`config.mk`:
```
export PLATFORM = sky130hd
export DESIGN_NAME = vld_txn_sequencer
export DESIGN_NICKNAME = d
export VERILOG_FILES = /design/src/rtl/vld_txn_sequencer.sv
export SDC_FILE = /design/constraint.sdc
export NUM_CORES = 1
export LEC_CHECK = 0
export ABC_AREA = 1
export CELL_PAD_IN_SITES_DETAIL_PLACEMENT = 1
export CELL_PAD_IN_SITES_GLOBAL_PLACEMENT = 2
export CORE_MARGIN = 1
export CORE_UTILIZATION = 30
export CTS_CLUSTER_DIAMETER = 60
export DETAILED_ROUTE_END_ITERATION = 10
export PLACE_DENSITY_LB_ADDON = 0.08
export SLEW_MARGIN = 20
export SYNTH_ARGS = -nofsm -noshare
export SYNTH_HDL_FRONTEND = slang
export SYNTH_SLANG_ARGS = --single-unit
```
`constraint.sdc`:
```
create_clock -name clk_i -period 6.15 [get_ports clk_i]
set_clock_uncertainty 0.1 [all_clocks]
set_input_delay 1.23 -clock clk_i [delete_from_list [all_inputs] [get_ports clk_i]]
set_output_delay 1.23 -clock clk_i [all_outputs]
set_load 0.02 [all_outputs]
```
`src/rtl/vld_txn_sequencer.sv`:
```
// vld_txn_sequencer: splits one unit-stride vector load (nibble address + nibble length) into AXI
// AR bursts that never cross a 4KB page and never exceed MaxBurstLen beats. One descriptor per
// burst is queued and replayed beat by beat as transaction control for the sequential load unit.
module vld_txn_sequencer #(
    parameter int unsigned AxiDataWidth = 128,
    parameter int unsigned AxiAddrWidth = 64,
    parameter int unsigned MaxBurstLen  = 16,
    parameter int unsigned TxnQDepth    = 4
) (
    input  logic                                clk_i,
    input  logic                                rst_ni,
    input  logic                                req_valid_i,
    output logic                                req_ready_o,
    input  logic [AxiAddrWidth:0]               req_addr_i,
    input  logic [31:0]                         req_len_nb_i,
    output logic                                ar_valid_o,
    input  logic                                ar_ready_i,
    output logic [AxiAddrWidth-1:0]             ar_addr_o,
    output logic [7:0]                          ar_len_o,
    output logic [2:0]                          ar_size_o,
    output logic                                txn_valid_o,
    input  logic                                txn_ready_i,
    output logic [AxiAddrWidth:0]               txn_addr_o,
    output logic                                txn_is_head_o,
    output logic                                txn_is_final_txn_o,
    output logic [7:0]                          txn_rmn_beat_o,
    output logic [$clog2(AxiDataWidth/4):0]     txn_lbn_o,
    output logic                                busy_o
);

    localparam int unsigned BusNibbles = AxiDataWidth / 4;
    localparam int unsigned BusNSize   = $clog2(BusNibbles);
    localparam int unsigned AW         = AxiAddrWidth + 1;
    // Wide enough for offset + 32-bit length and all beat arithmetic without overflow.
    localparam int unsigned CW         = 40;
    localparam int unsigned PageBeats  = 8192 / BusNibbles;
    localparam int unsigned PtrW       = (TxnQDepth > 1) ? $clog2(TxnQDepth) : 1;
    localparam int unsigned CntW       = $clog2(TxnQDepth + 1);
    localparam logic [BusNSize:0] LbnFull = (BusNSize + 1)'(BusNibbles);

    typedef enum logic [0:0] {StIdle, StIssue} state_e;

    typedef struct packed {
        logic [AW-1:0]     addr;
        logic              head;
        logic              final_txn;
        logic [7:0]        len;
        logic [BusNSize:0] lbn;
    } desc_t;

    state_e            r_state;
    logic [AW-1:0]     r_cur_addr;
    logic [32:0]       r_rem_nb;
    logic              r_first;

    desc_t             r_q [TxnQDepth];
    logic [PtrW-1:0]   r_wptr;
    logic [PtrW-1:0]   r_rptr;
    logic [CntW-1:0]   r_count;
    logic [7:0]        r_beat_cnt;

    logic [CW-1:0]     w_off;
    logic [CW-1:0]     w_span;
    logic [CW-1:0]     w_beats_rem;
    logic [CW-1:0]     w_beats_4k;
    logic [CW-1:0]     w_beats;
    logic [CW-1:0]     w_beats_nb;
    logic              w_final;
    logic [AW-1:0]     w_aligned;
    logic [AW-1:0]     w_next_addr;
    logic [BusNSize:0] w_lbn_raw;
    logic [BusNSize:0] w_lbn;
    logic              w_q_full;
    logic              w_q_empty;
    logic              w_push;
    logic              w_pop;
    desc_t             w_head;
    desc_t             w_new;
    logic [7:0]        w_rmn;

    function automatic logic [PtrW-1:0] ptr_inc(input logic [PtrW-1:0] p);
        if (p == PtrW'(TxnQDepth - 1)) begin
            return '0;
        end
        return p + PtrW'(1);
    endfunction

    // Size the next burst: min of the burst cap, the 4KB page remainder and the request remainder
    always_comb begin
        w_off       = CW'(r_cur_addr[BusNSize-1:0]);
        w_span      = w_off + CW'(r_rem_nb);
        w_beats_rem = (w_span + CW'(BusNibbles - 1)) >> BusNSize;
        w_beats_4k  = CW'(PageBeats) - CW'(r_cur_addr[12:BusNSize]);
        w_beats     = CW'(MaxBurstLen);
        if (w_beats_4k < w_beats) begin
            w_beats = w_beats_4k;
        end
        if (w_beats_rem < w_beats) begin
            w_beats = w_beats_rem;
        end
        w_final     = (w_beats == w_beats_rem);
        w_beats_nb  = w_beats << BusNSize;
        w_aligned   = {r_cur_addr[AW-1:BusNSize], {BusNSize{1'b0}}};
        w_next_addr = w_aligned + AW'(w_beats_nb);
        w_lbn_raw   = (BusNSize + 1)'(w_span - ((w_beats - CW'(1)) << BusNSize));
        w_lbn       = w_final ? w_lbn_raw : LbnFull;
    end

    // AR channel and request handshake; AR fields are zero whenever AR is not valid
    always_comb begin
        req_ready_o = (r_state == StIdle);
        ar_valid_o  = (r_state == StIssue) && !w_q_full;
        ar_size_o   = 3'($clog2(AxiDataWidth / 8));
        ar_addr_o   = '0;
        ar_len_o    = '0;
        if (ar_valid_o) begin
            ar_addr_o = w_aligned[AW-1:1];
            ar_len_o  = w_beats[7:0] - 8'd1;
        end
    end

    // Queue status, push/pop decisions and the descriptor being enqueued
    always_comb begin
        w_q_full  = (r_count == CntW'(TxnQDepth));
        w_q_empty = (r_count == '0);
        w_head    = r_q[r_rptr];
        w_rmn     = w_head.len - r_beat_cnt;
        w_push    = ar_valid_o && ar_ready_i;
        w_pop     = !w_q_empty && txn_ready_i && (w_rmn == 8'd0);
        w_new     = '{addr: r_cur_addr, head: r_first, final_txn: w_final,
                      len: ar_len_o, lbn: w_lbn};
    end

    // Per-beat transaction control from the head descriptor; zero while the queue is empty
    always_comb begin
        txn_valid_o        = !w_q_empty;
        txn_addr_o         = '0;
        txn_is_head_o      = 1'b0;
        txn_is_final_txn_o = 1'b0;
        txn_rmn_beat_o     = '0;
        txn_lbn_o          = '0;
        if (txn_valid_o) begin
            txn_addr_o         = w_head.addr;
            txn_is_head_o      = w_head.head && (r_beat_cnt == 8'd0);
            txn_is_final_txn_o = w_head.final_txn;
            txn_rmn_beat_o     = w_rmn;
            txn_lbn_o          = w_head.lbn;
        end
        busy_o = (r_state != StIdle) || !w_q_empty;
    end

    // Request FSM: latch a request in IDLE, then walk it one burst per AR handshake
    always_ff @(posedge clk_i or negedge rst_ni) begin
        if (!rst_ni) begin
            r_state    <= StIdle;
            r_cur_addr <= '0;
            r_rem_nb   <= '0;
            r_first    <= 1'b0;
        end else begin
            unique case (r_state)
                StIdle: begin
                    // Zero-length requests are accepted and dropped
                    if (req_valid_i && (req_len_nb_i != 32'd0)) begin
                        r_cur_addr <= req_addr_i;
                        r_rem_nb   <= {1'b0, req_len_nb_i};
                        r_first    <= 1'b1;
                        r_state    <= StIssue;
                    end
                end
                StIssue: begin
                    if (w_push) begin
                        r_first    <= 1'b0;
                        r_cur_addr <= w_next_addr;
                        if (w_final) begin
                            r_rem_nb <= '0;
                            r_state  <= StIdle;
                        end else begin
                            r_rem_nb <= 33'(CW'(r_rem_nb) + w_off - w_beats_nb);
                        end
                    end
                end
                default: r_state <= StIdle;
            endcase
        end
    end

    // Descriptor FIFO plus the consumed-beat counter of the head entry
    always_ff @(posedge clk_i or negedge rst_ni) begin
        if (!rst_ni) begin
            r_wptr     <= '0;
            r_rptr     <= '0;
            r_count    <= '0;
            r_beat_cnt <= '0;
            for (int i = 0; i < TxnQDepth; i++) begin
                r_q[i] <= '0;
            end
        end else begin
            if (w_push) begin
                r_q[r_wptr] <= w_new;
                r_wptr      <= ptr_inc(r_wptr);
            end
            if (w_pop) begin
                r_rptr     <= ptr_inc(r_rptr);
                r_beat_cnt <= '0;
            end else if (!w_q_empty && txn_ready_i) begin
                r_beat_cnt <= r_beat_cnt + 8'd1;
            end
            if (w_push && !w_pop) begin
                r_count <= r_count + CntW'(1);
            end else if (!w_push && w_pop) begin
                r_count <= r_count - CntW'(1);
            end
        end
    end

endmodule

```
==> results.py <==
metrics = {
    "final_layout": {
        "drive_above_1_share_pct": 20.27,
        "post-route-util_pct": 41.84,
        "insertedDiodeCount": 0,
        "area_delta_synth_final_pct": 38.27,
        "fill_cells": 10750,
        "multi_input_area_um2": 15390,
        "final_cells": 5511,
        "postLayoutCellArea_um2": 36970,
        "final_nets": 4484,
        "regArea_um2": 10990,
    },
    "logic_synthesis": {
        "synth-seq-cells": 439,
        "syn_area_um2": 26740,
        "yosys_warnings": 0,
        "synth_simple_gate_area_share_pct": 28.41,
        "synth.area.mux_share_pct": 0.04211,
        "async_flop_share_pct": 100.0,
        "seq_area_frac_synth_pct": 41.08,
        "synth_top_family_by_area": "simple AND/OR/NAND/NOR gates",
        "synth-edff-count": 0,
        "synthXorXnorAreaFrac_pct": 1.895,
        "syn_area_per_cell_um2": 7.186,
        "synthCells": 3721,
        "synth.distinct_cells": 65,
        "synth_compound_area_share_pct": 17.24,
        "synthFlopType": "dfrtp_1",
        "synth-adder-area-share_pct": 4.071,
    },
    "setup_path": {
        "crit_top_cell": "buf_6",
        "crit_arrival_ns": 5.07,
        "crit_path_end_kind": "output pin",
        "worst_setup_path_start_kind": "register",
        "slowest_stage": "fa_2",
        "critPathBufInv": 11,
        "crit_family": "buffers and inverters",
        "cp.required_ns": 4.82,
        "reg2reg_from": "r_cur_addr[0]",
        "cp_slowest_stage_delay_ns": 0.42,
        "cp_max_fo": 7,
        "crit_type": "register to output pin",
        "crit_start": "r_cur_addr[0]",
    },
    "clock_tree": {
        "cts-root-buf": "clkbuf_16",
        "cts_tree": "yes",
        "ctsLongestPathBuffers": 3,
        "clkTransAtPathRegs_ns": 0.06,
        "cts_sinks": 439,
        "cts_made_buffers": 59,
        "cts_max_level": 2,
        "ctsHoldBuffers": 0,
        "clkLatencyLatePin_ns": 0.64,
    },
    "timing": {
        "fin_crit_ns": 6.405,
        "setup_slack_ns": -0.2546,
        "relSlewSlack_pct": 30.67,
        "fmax_mhz": 156.1,
        "tns_ns": -2.134,
        "rsz0062_at_grt": "true",
        "hold_viol": 0,
        "worst_pin_slew_ns": 1.040,
        "period_share_pct": 104.1,
        "drv_slew": 0,
        "setup-violations-final": 17,
        "fin_hold_ws_ns": 0.3721,
    },
    "grt": {
        "grt_busiest_layer": "met2",
        "grtUsageMet1_pct": 32.10,
        "grt_pass1_wl_mm": 169.1,
        "grt_max_degree": 107,
        "use_met2_pct": 41.80,
        "grt_overflow": 0,
        "grtUsageTotal_pct": 24.16,
        "antenna_found_initial": 2,
        "use_met3_pct": 2.439,
        "first_global_vias": 28270,
    },
    "routing": {
        "wl_per_cell_um": 20.05,
        "vias_per_cell": 4.919,
        "route.detailed.drc": 0,
        "final_antenna_net_count": 0,
        "detail_route.wirelength_mm": 110.5,
        "drtIter0Drc": 1471,
        "vias": 27110,
        "drtPass1Iterations": 5,
    },
    "placed_design": {
        "numPortBuffers": 254,
        "dpl.hpwl_mm": 77.66,
        "dp_cells": 5313,
        "gp_congestion": 0.8612,
        "placed_cell_area_um2": 32650,
    },
    "floorplan": {
        "rows": 109,
        "start_util_pct": 30.26,
        "die_w_um": 300.6,
        "die_h_um": 300.6,
        "io_pins": 262,
        "dieArea_um2": 90330,
        "core_um2": 88370,
    },
    "run_status": {
        "violations": "negative setup slack",
        "status": "finished, violations left",
    },
    "power": {
        "powerDensity_nw_per_um2": 528.1,
        "p_leak_nw": 17.07,
        "ir_drop_mv": 0.2725,
    },
    "flow_run": {
        "drv_cap": 0,
    },
    "hold_path": {
        "worstHoldStart": "r_q[0]",
        "min_path_type": "register to register",
    },
}
[worst min-delay path: stages (launching register included)]
cell	delay, ns
dfrtp_1	0.34
nand2_1	0.05
nand2_1	0.05
[per-stage QoR]
stage / power, mW / setup slack [ns]
final: 19.53 / -0.2546
after global routing: 20.95 / -0.5068
after CTS: 19.20 / -0.2525
after global placement: 14.84 / -0.5275
after detailed placement: 14.94 / -0.6485
after floorplan: 10.33 / 0.004233
[synthesized netlist by cell type (10+ instances only)]
cell,instances,area share (%)
a21oi_1,170,3.2
a31oi_1,12,0.28
buf_1,11,0.15
clkbuf_1,154,2.2
dfrtp_1,439,41
ha_1,79,3.7
inv_1,293,4.1
inv_2,16,0.22
nand2_1,904,13
nand2_2,36,0.84
nand3_1,142,2.7
nand3_2,14,0.52
nand4_1,50,1.2
nor2_1,560,7.9
nor2_2,13,0.30
nor2_4,10,0.42
nor3_1,33,0.62
nor4_1,16,0.37
o211ai_1,21,0.59
o21ai_0,519,9.7
o21ai_1,23,0.43
o21bai_1,18,0.51
o21bai_2,12,0.51
o221ai_1,32,1.0
xnor2_1,20,0.66
xor2_1,36,1.2
[routing by layer]
layer	routed length, um	up-vias	part of all wire (%)
met3	3178	113	2.9
met5	0	-	0
li1	-	13300	-
met2	54090	378	49
met4	2404	0	2.2
met1	50810	13310	46
[layout make-up]
cell class	count	area share, %
Multi-Input combinational cell	2828	41.64
Sequential cell	439	29.74
Timing Repair Buffer	654	15.79
Clock buffer	83	4.511
Tap cell	1165	3.942
Inverter	316	3.272
Clock inverter	26	1.113
[where the power goes]
group / switching (mW) / internal, mW
sequential: 0.782 / 4.08
clock: 1.43 / 2.27
combinational: 6.53 / 4.44
[sequential cells by signal (all words and copies together), names as in the netlist]
name        flops
r_beat_cnt      8
r_wptr          2
r_first         1
r_q           324
r_state         1
r_cur_addr     65
r_count         3
r_rem_nb       33
r_rptr          2
[final timing paths]
kind,end,slack [ns],cells after the start
worst max-delay path,ar_len_o[6],-0.25,32
worst min-delay path,r_q[0],0.37,2
worst max register to register,r_q[173],-0.22,46
worst min register to register,r_q[0],0.37,2
max in group asynchronous,r_q[148],4.21,2
min in group asynchronous,r_q[47],0.50,1
[cells in the final DEF, fill, tap and decap left out, types with 26 or more instances in the layout]
| master | count |
|---|---|
| a21oi_1 | 141 |
| buf_4 | 349 |
| buf_6 | 48 |
| clkbuf_16 | 60 |
| clkdlybuf4s50_1 | 245 |
| conb_1 | 44 |
| dfrtp_1 | 436 |
| ha_1 | 60 |
| inv_1 | 274 |
| inv_2 | 28 |
| nand2_1 | 836 |
| nand2_2 | 79 |
| nand2_4 | 29 |
| nand3_1 | 113 |
| nand3_2 | 35 |
| nand4_1 | 50 |
| nor2_1 | 519 |
| nor2_2 | 29 |
| nor2_4 | 35 |
| nor3_1 | 26 |
| o21ai_0 | 500 |
| xor2_1 | 35 |
[cell families after synthesis]
logic type,count (synthesis)
buffers and inverters,496
multiplexers,1
AO/OA/AOI/OAI,840
adder cells (fa/ha/maj),84
XOR/XNOR,57
other,2
AND/OR/NAND/NOR,1802
flip-flops,439
[timing repair]
action | 4_1_cts | 5_1_grt
buffers inserted | 63 | 41
endpoints found under the setup margin | 61 | 67
gates resized for setup | 217 | 208
pin swaps | 88 | 124
No activity file was read; power rests on OpenSTA's default activity.
